### src/rtl/soc_trace_pkg.sv
`default_nettype none
// ============================================================================
// Module      : soc_trace_pkg
// Description : Shared types for the SoC trace monitor (FSM states, trace entry)
// Revision    : 1.0 - initial release
// ============================================================================
package soc_trace_pkg;

    localparam int TRACE_W = 69;

    typedef enum logic [1:0] {
        ST_RUN   = 2'd0,
        ST_CHECK = 2'd1,
        ST_DONE  = 2'd2
    } state_t;

    typedef struct packed {
        logic [31:0] cycle;
        logic [4:0]  rd;
        logic [31:0] data;
    } trace_entry_t;

endpackage
`default_nettype wire

### src/rtl/trace_fifo.sv
`default_nettype none
// ============================================================================
// Module      : trace_fifo
// Description : Synchronous FIFO with a registered head entry
// Revision    : 1.0 - initial release
// ============================================================================
module trace_fifo #(
    parameter int WIDTH = 69,
    parameter int DEPTH = 16
) (
    input  logic             clk,
    input  logic             rst,
    input  logic             push,
    input  logic [WIDTH-1:0] din,
    input  logic             pop,
    output logic [WIDTH-1:0] head,
    output logic             full,
    output logic             empty
);
    localparam int AW = $clog2(DEPTH);
    localparam logic [AW:0] FULL_COUNT = (AW+1)'(DEPTH);
    localparam logic [AW:0] ONE_COUNT  = (AW+1)'(1);

    logic [WIDTH-1:0] mem [DEPTH];
    logic [AW-1:0]    wr_ptr;
    logic [AW-1:0]    rd_ptr;
    logic [AW-1:0]    rd_ptr_nxt;
    logic [AW:0]      count;
    logic             do_push;
    logic             do_pop;

    assign full       = (count == FULL_COUNT);
    assign empty      = (count == '0);
    assign do_pop     = pop && !empty;
    // A pop frees a slot in the same cycle, so a full FIFO still accepts a push.
    assign do_push    = push && (!full || do_pop);
    assign rd_ptr_nxt = rd_ptr + AW'(1);

    always_ff @(posedge clk) begin
        if (do_push) begin
            mem[wr_ptr] <= din;
        end
    end

    always_ff @(posedge clk) begin
        if (rst) begin
            wr_ptr <= '0;
            rd_ptr <= '0;
            count  <= '0;
            head   <= '0;
        end else begin
            if (do_push) begin
                wr_ptr <= wr_ptr + AW'(1);
            end
            if (do_pop) begin
                rd_ptr <= rd_ptr_nxt;
            end
            case ({do_push, do_pop})
                2'b10:   count <= count + ONE_COUNT;
                2'b01:   count <= count - ONE_COUNT;
                default: count <= count;
            endcase
            // Head bypasses memory when the new entry becomes the oldest one.
            if (do_push && (empty || (do_pop && count == ONE_COUNT))) begin
                head <= din;
            end else if (do_pop) begin
                head <= mem[rd_ptr_nxt];
            end
        end
    end

endmodule
`default_nettype wire

### src/rtl/soc_trace_monitor.sv
`default_nettype none
// ============================================================================
// Module      : soc_trace_monitor
// Description : Watches core write-back, traces watched writes, detects halt
//               or timeout and checks shadow registers against expectations
// Revision    : 1.0 - initial release
// ============================================================================
module soc_trace_monitor #(
    parameter int                        NUM_WATCH      = 3,
    parameter logic [5*NUM_WATCH-1:0]    WATCH_LIST     = {5'd29, 5'd28, 5'd27},
    parameter logic [32*NUM_WATCH-1:0]   EXPECT_LIST    = '0,
    parameter logic [NUM_WATCH-1:0]      EXPECT_MASK    = '1,
    parameter int                        FIFO_DEPTH     = 16,
    parameter int unsigned               HALT_CYCLES    = 4,
    parameter int unsigned               TIMEOUT_CYCLES = 50
) (
    input  logic                      clk,
    input  logic                      reset,
    input  logic                      wb_en,
    input  logic [4:0]                wb_rd,
    input  logic [31:0]               wb_data,
    input  logic [31:0]               pc,
    output logic                      trace_valid,
    input  logic                      trace_ready,
    output logic [31:0]               trace_cycle,
    output logic [4:0]                trace_rd,
    output logic [31:0]               trace_data,
    output logic [NUM_WATCH*32-1:0]   watch_values,
    output logic                      done,
    output logic                      pass,
    output logic                      timeout,
    output logic                      overflow
);
    import soc_trace_pkg::*;

    state_t               state;
    state_t               state_nxt;
    logic [31:0]          cycle_cnt;
    logic [31:0]          halt_cnt;
    logic [31:0]          pc_q;
    logic [31:0]          shadow [NUM_WATCH];
    logic [NUM_WATCH-1:0] hit;
    logic [NUM_WATCH-1:0] match;
    logic                 capture;
    logic                 push;
    logic                 fifo_full;
    logic                 fifo_empty;
    logic                 fifo_drop;
    logic                 halt_hit;
    logic                 timeout_hit;
    trace_entry_t         push_entry;
    trace_entry_t         head_entry;

    genvar gi;
    generate
        for (gi = 0; gi < NUM_WATCH; gi++) begin : g_watch
            assign hit[gi]   = (WATCH_LIST[5*gi +: 5] == wb_rd);
            assign match[gi] = !EXPECT_MASK[gi] || (shadow[gi] == EXPECT_LIST[32*gi +: 32]);
            assign watch_values[32*gi +: 32] = shadow[gi];
        end
    endgenerate

    assign capture     = (state == ST_RUN) && wb_en && (wb_rd != 5'd0);
    assign push        = capture && (|hit);
    assign halt_hit    = (pc == pc_q) && (halt_cnt == 32'(HALT_CYCLES - 1));
    assign timeout_hit = (cycle_cnt == 32'(TIMEOUT_CYCLES - 1));
    // When full, the FIFO is non-empty, so a ready consumer always frees a slot.
    assign fifo_drop   = push && fifo_full && !trace_ready;
    assign push_entry  = '{cycle: cycle_cnt, rd: wb_rd, data: wb_data};

    always_comb begin
        state_nxt = state;
        case (state)
            ST_RUN: begin
                if (halt_hit) begin
                    state_nxt = ST_CHECK;
                end else if (timeout_hit) begin
                    state_nxt = ST_DONE;
                end
            end
            ST_CHECK: state_nxt = ST_DONE;
            ST_DONE:  state_nxt = ST_DONE;
            default:  state_nxt = ST_RUN;
        endcase
    end

    always_ff @(posedge clk) begin
        if (reset) begin
            state     <= ST_RUN;
            cycle_cnt <= '0;
            halt_cnt  <= '0;
            pc_q      <= '1;
            pass      <= 1'b0;
            timeout   <= 1'b0;
            overflow  <= 1'b0;
            for (int i = 0; i < NUM_WATCH; i++) begin
                shadow[i] <= '0;
            end
        end else begin
            state <= state_nxt;
            if (state == ST_RUN) begin
                cycle_cnt <= cycle_cnt + 32'd1;
                pc_q      <= pc;
                halt_cnt  <= (pc == pc_q) ? halt_cnt + 32'd1 : 32'd0;
                if (timeout_hit && !halt_hit) begin
                    timeout <= 1'b1;
                end
            end
            if (capture) begin
                for (int i = 0; i < NUM_WATCH; i++) begin
                    if (hit[i]) begin
                        shadow[i] <= wb_data;
                    end
                end
            end
            if (state == ST_CHECK) begin
                pass <= &match;
            end
            if (fifo_drop) begin
                overflow <= 1'b1;
            end
        end
    end

    trace_fifo #(
        .WIDTH (TRACE_W),
        .DEPTH (FIFO_DEPTH)
    ) u_fifo (
        .clk   (clk),
        .rst   (reset),
        .push  (push),
        .din   (push_entry),
        .pop   (trace_ready),
        .head  (head_entry),
        .full  (fifo_full),
        .empty (fifo_empty)
    );

    assign done        = (state == ST_DONE);
    assign trace_valid = !fifo_empty;
    assign trace_cycle = head_entry.cycle;
    assign trace_rd    = head_entry.rd;
    assign trace_data  = head_entry.data;

endmodule
`default_nettype wire

### config.mk
export PLATFORM = sky130hd
export DESIGN_NAME = soc_trace_monitor
export DESIGN_NICKNAME = d
export VERILOG_FILES = /design/src/rtl/soc_trace_pkg.sv /design/src/rtl/trace_fifo.sv /design/src/rtl/soc_trace_monitor.sv
export SDC_FILE = /design/constraint.sdc
export NUM_CORES = 2
export LEC_CHECK = 0
export BUFFER_PORTS_ARGS = -buffer_cell sky130_fd_sc_hd__buf_2
export CORE_MARGIN = 1.5
export CORE_UTILIZATION = 55
export DETAILED_ROUTE_END_ITERATION = 10
export GPL_TIMING_DRIVEN = 0
export MAX_ROUTING_LAYER = met4
export PLACE_DENSITY = 0.72
export SYNTH_ARGS = -nofsm -noshare
export SYNTH_HDL_FRONTEND = slang
export SYNTH_SLANG_ARGS = --single-unit
### constraint.sdc
create_clock -name clk -period 16.4 [get_ports clk]
set_input_delay 1.64 -clock clk [delete_from_list [all_inputs] [get_ports clk]]
set_output_delay 1.64 -clock clk [all_outputs]
set_load 0.01 [all_outputs]
* Yosys cells after proc, flatten, opt, wreduce, memory -nomap -nowiden
Memory sizes are Yosys's and may differ from the RTL's. Cells that the tools add are included.
Operators by class: add/subtract/negate cells 6, equal/unequal tests 13, multiplexer cells 26, bitwise gates (word level) 3, reduce and logical (&&, ||, !) cells 29
Operators by type and width (number):
- two-way mux 69 bit | 2
- two-way mux 32 bit | 4
- zero test 32 bit | 3
- adder 32 x 1 -> 32 bit, second input constant | 2
- == test 32 x 2 -> 1 bit, second input constant | 1
- == test 32 bit | 1
- == test 32 x 6 -> 1 bit, second input constant | 1
- two-way mux 1 bit | 16
- == test 5 bit, first input constant | 3
- logical AND 1 bit | 11
- one-hot mux 5 bit (2 select lines) | 1
- adder 4 x 1 -> 4 bit, second input constant | 2
- adder 5 x 1 -> 5 bit, second input constant | 1
- == test 5 x 1 -> 1 bit, second input constant | 1
- == test 5 bit, second input constant | 1
- zero test 5 bit | 1
- nonzero test 5 bit | 1
- subtractor 5 x 1 -> 5 bit, second input constant | 1
- == test 2 x 1 -> 1 bit, second input constant | 2
- == test 2 bit, second input constant | 2
- zero test 1 bit | 4
- two-way mux 2 bit | 2
- one-hot mux 2 bit (2 select lines) | 1
- nonzero test 2 bit | 2
- 8 further kinds | 11
Word-level totals: register bits after elaboration 183, memory bits (writable) 1200, bits of input ports 73, output and inout port bits 170, logic and storage cells 90, memories kept 2
Memory list:
- u_fifo.mem | words 16, bits a word 69, rd ports 1, clocked after memory_dff 0, write ports 1, RTL line trace_fifo.sv:24 | logic [WIDTH-1:0] mem [DEPTH];
- shadow | words 3, bits a word 32, rd ports 3, clocked after memory_dff 0, write ports 3, RTL line soc_trace_monitor.sv:41 | logic [31:0] shadow [NUM_WATCH];

* Logic depth before layout (Yosys ltp)
depth after elaboration 7, depth in mapped cells 14

* Hierarchy
A second synthesis with hierarchy kept.
Second synthesis, totals: cell total of the unflattened synthesis 3126, area total of the unflattened synthesis 53805.4 sq um
Modules (own cells, without submodules):
- trace_fifo | times used 1, cells each 2406, area an instance 45595.0 sq um
- soc_trace_monitor | times used 1, cells each 720, area an instance 8210.4 sq um

* Least setup slack after synthesis
OpenSTA, ideal clock, no wires.
path kind in2reg, from in trace_ready, to mem u_fifo.mem[3][0], enable pin, setup time 0.581 ns, data arrival time 7.196 ns, required time 15.819 ns, slack 8.624 ns, stages on the path 5, path buffers 1, cells stage by stage buf_2 > nor2b_1 > a221oi_2 > nand2_1 > nor3_1
Between the ends: word-level cells in the longest chain between the ends 5
Ends and longest elaborated chain:
- start, declared | RTL line soc_trace_monitor.sv:24 | input logic trace_ready,
- logical AND 1 bit | RTL line trace_fifo.sv:34 | assign do_pop = pop && !empty;
- logical OR 1 bit | RTL line trace_fifo.sv:36 | assign do_push = push && (!full || do_pop);
- logical AND 1 bit | RTL line trace_fifo.sv:36
- two-way mux 1 bit | RTL line trace_fifo.sv:40 | if (do_push) begin
- two-way mux 1 bit (not written as such) | RTL line trace_fifo.sv:41 | mem[wr_ptr] <= din;
- end, declared | RTL line trace_fifo.sv:24
No other way between the ends.

* Worst setup path in the final report
from reg u_fifo.count[0], to reg u_fifo.count[3]
Between the ends: word-level cells in the longest chain between the ends 7, elaborated cells between the ends (all ways) 13
Ends and longest elaborated chain:
- start, declared | RTL line trace_fifo.sv:28 | logic [AW:0] count;
- start signal, assigned | RTL line trace_fifo.sv:59 | 2'b10: count <= count + ONE_COUNT;
- start signal, assigned | RTL line trace_fifo.sv:60 | 2'b01: count <= count - ONE_COUNT;
- start signal, assigned | RTL line trace_fifo.sv:61 | default: count <= count;
- zero test 5 bit * | RTL line trace_fifo.sv:33 | assign empty = (count == '0);
- zero test 1 bit * | RTL line trace_fifo.sv:34
- logical AND 1 bit * | RTL line trace_fifo.sv:34
- via u_fifo.do_pop | RTL line trace_fifo.sv:30 | logic do_pop;
- logical OR 1 bit | RTL line trace_fifo.sv:36
- logical AND 1 bit | RTL line trace_fifo.sv:36
- == test 2 x 1 -> 1 bit / == test 2 bit (equally long branches) | RTL line trace_fifo.sv:58 | case ({do_push, do_pop})
- one-hot mux 5 bit (2 select lines) / nonzero test 2 bit (equally long branches)
Mark *: on every way through the listed nets, which the timed path passes. The rest lies on a longest branch. A chain may end at the register's enable or synchronous reset.

==> flow_metrics.env <==
export IMPL_crit_chain="inv_1 -> ha_1 -> or4b_1 -> buf_2 -> nand2_1 -> inv_2 -> clkbuf_1 -> clkbuf_1 -> ha_1 -> nor4b_1 -> a31oi_1 -> nor2_1 -> xnor2_1 -> nor2_1"
export IMPL_synth_compound_area_share_pct=3.03
export IMPL_yosysMostFrequentCell="edfxtp_1"
export IMPL_post_cts_buffers=0
export IMPL_vias=30500
export IMPL_crit_type="reg2reg"
export IMPL_fin_hold_ws_ns=0.490
export IMPL_ys_seq_elements=1383
export IMPL_dp_hpwl_um=94300
export IMPL_synthSimpleGateAreaFrac_pct=4.43
export IMPL_cp_arrival_ns=5.30
export IMPL_worst_pin_slew_ns=1.25
export IMPL_netlist_area_um2=53500
export IMPL_slew_viol_final=0
export IMPL_p_per_area_nw_per_um2=145
export IMPL_fmax_mhz=213
export IMPL_tritoncts="yes"
export IMPL_rsz0062_at_grt="false"
export IMPL_fp_row_count=114
export IMPL_grt_pass1_vias=30900
export IMPL_area_delta_synth_final_pct=16.6
export IMPL_dp_cells=4400
export IMPL_drive_gt1_share_pct=29.1
export IMPL_tns_ns=0
export IMPL_final_nets=3354
export IMPL_insertion_delay_ns=0.74
export IMPL_status="complete, no violations"
export IMPL_cts_clk_slew_worst_paths_ns=0.07
export IMPL_muxShareOfSynthArea_pct=15.0
export IMPL_cts_buffers=138
export IMPL_cts_buffer_depth=3
export IMPL_grt_max_degree=26
export IMPL_cts_resized=0
export IMPL_detail_route_antenna_nets=0
export IMPL_worstSetupEndpointType="flop"
export IMPL_cp_slowest_cell="clkbuf_1"
export IMPL_cts_hold_fix_buffers=0
export IMPL_min_period_over_period_pct=28.7
export IMPL_yosysTopAreaCell="edfxtp_1"
export IMPL_slew_headroom_pct=16.5
export IMPL_port_buffer_count=241
export IMPL_fp_dieW_um=315
export IMPL_track_usage_pct=30.0
export IMPL_synth_nets=2888
export IMPL_wl_um=143000
export IMPL_cts_root_buffer="clkbuf_16"
export IMPL_cp_data_required_time_ns=17.00
export IMPL_synthArstFlopShare_pct=0
export IMPL_hold_path_class="reg2reg"
export IMPL_synth_cell_type_count=55
export IMPL_wl_per_cell_um=30.6
export IMPL_grt_pass1_wl_um=207000
export IMPL_p_total_uw=9050
export IMPL_first_iter_violations=3468
export IMPL_synth_top_family_by_area="multiplexers"
export IMPL_ys_seq_area_share_pct=74.2
export IMPL_yosysWarnings=0
export IMPL_fillCellCount=6302
export IMPL_final_util_pct=64.6
export IMPL_antenna_found_initial=10
export IMPL_ys_flop_type="edfxtp_1"
export IMPL_yosysTopAreaCellShare_pct=67.3
export IMPL_coreArea_um2=96600
export IMPL_ir_drop_uv=107
export IMPL_post_route_min_period_ns=4.70
export IMPL_synth_area_leaders="edfxtp_1 67%, mux4_2 13%, dfxtp_1 6.8%"
export IMPL_firstDrtPassIters=6
export IMPL_synthXorXnorAreaFrac_pct=1.51
export IMPL_maxCapViolCount=0
export IMPL_start_util_pct=55.4
export IMPL_ctsHtreeMaxLevel=4
export IMPL_cp_start_kind="flop"
export IMPL_syn_area_per_cell_um2=19.1
export IMPL_die_area_um2=99200
export IMPL_max_stage_delay_ns=0.81
export IMPL_setup_viol=0
export IMPL_drc=0
export IMPL_die_h_um=315
export IMPL_worstPathMaxFanout=10
export IMPL_hold_viol_final=0
export IMPL_gr_total_overflow=0
export IMPL_skew_ns=0.0302
export IMPL_vias_per_cell=6.54
export IMPL_layout_cells_non_filler=4664
export IMPL_cts_sinks=1383
export IMPL_synthCells=2798
export IMPL_ys_top_cells_by_count="1200 x edfxtp_1, 306 x mux4_2, 183 x dfxtp_1"
export IMPL_p_leak_uw=0.0206
export IMPL_synth_edf_count=1200
export IMPL_synth_fa_ha_area_share_pct=0.397
export IMPL_boundaryPins=243
export IMPL_gp_congestion=0.867
-- through the flow --
step	cell area (µm²)	setup WS, ns
final	62400	11.70
after global routing	62400	11.62
after CTS	62400	11.84
after detailed placement	58000	11.17
after global placement	56300	2.31
after floorplan	53500	8.62
-- report_power, final --
group	switching, µW	internal [µW]	total, µW	leakage (µW)
clock network	1320	1750	3070	0.00218
registers	81.1	3890	3970	0.0126
logic	1090	922	2010	0.00587
-- final cells by class --
class / count / area (µm²) / area share, %
timing repair buffer: 326 / 2720 / 4.35
clock inverter: 65 / 487 / 0.780
tap: 1276 / 1600 / 2.56
multi-input combinational: 1230 / 13200 / 21.2
sequential: 1383 / 39700 / 63.6
clock buffer: 190 / 3900 / 6.26
buffer: 166 / 692 / 1.11
inverter: 19 / 71.3 / 0.114
antenna: 9 / 22.5 / 0.0361
-- flip-flops by register name, summed over array words and instances, names as in the netlist --
signal         cells
cycle_cnt         32
halt_cnt          32
overflow           1
pass               1
pc_q              32
shadow            96
state              2
timeout            1
u_fifo.count       5
u_fifo.head       69
u_fifo.mem      1104
u_fifo.rd_ptr      4
u_fifo.wr_ptr      4
-- layer usage --
metal  track usage, %  vias to the layer above  share of wire, %
met2             47.4                     1874                49
met4             10.5                        0               3.4
li1                 -                    12400                 -
met3             6.47                      317                10
met1             38.9                    15900                37
met5                -                        -                 0
-- path summary, 6_finish.rpt --
check / start / to / slack [ns] / cells after the start
worst min register to register: halt_cnt[1] / halt_cnt[1] / 0.49 / 2
worst max-delay path: u_fifo.count[0] / u_fifo.count[3] / 11.70 / 14
worst max register to register: u_fifo.count[0] / u_fifo.count[3] / 11.70 / 14
worst min-delay path: halt_cnt[1] / halt_cnt[1] / 0.49 / 2
-- worst max-delay path, delay by kind of cell (launching register included) --
kind	cells	cell delay, ns
buf+inv	5	2.16
simple gates	5	1.04
fa+ha+maj	2	0.64
flops	1	0.47
xor+xnor	1	0.14
compound gates	1	0.08
-- layout by cell type (no fill, tap or decap), drive strengths merged, types with 30 or more instances in the layout --
cell type,synthesis,layout
xor2,54,54
dfxtp,183,183
clkbuf,108,298
nand4,30,30
nand2,101,101
mux2,67,67
xnor2,38,38
a21oi,52,52
clkinv,1,51
buf,58,384
nor3,45,45
mux2i,40,40
mux4,306,306
nor2,120,120
o22ai,32,32
a2111oi,43,43
and3,42,42
edfxtp,1200,1200
a211oi,68,68
nor4,49,49
-- cell families (layout without fill, tap and decap cells) --
logic type,count (synthesis),in the layout
other cells,0,9
xor+xnor,92,92
buf+inv,185,766
flops,1383,1383
compound gates,238,238
mux,413,413
simple gates,470,470
fa+ha+maj,17,17
Note: power is estimated with default switching activity, not from simulation.
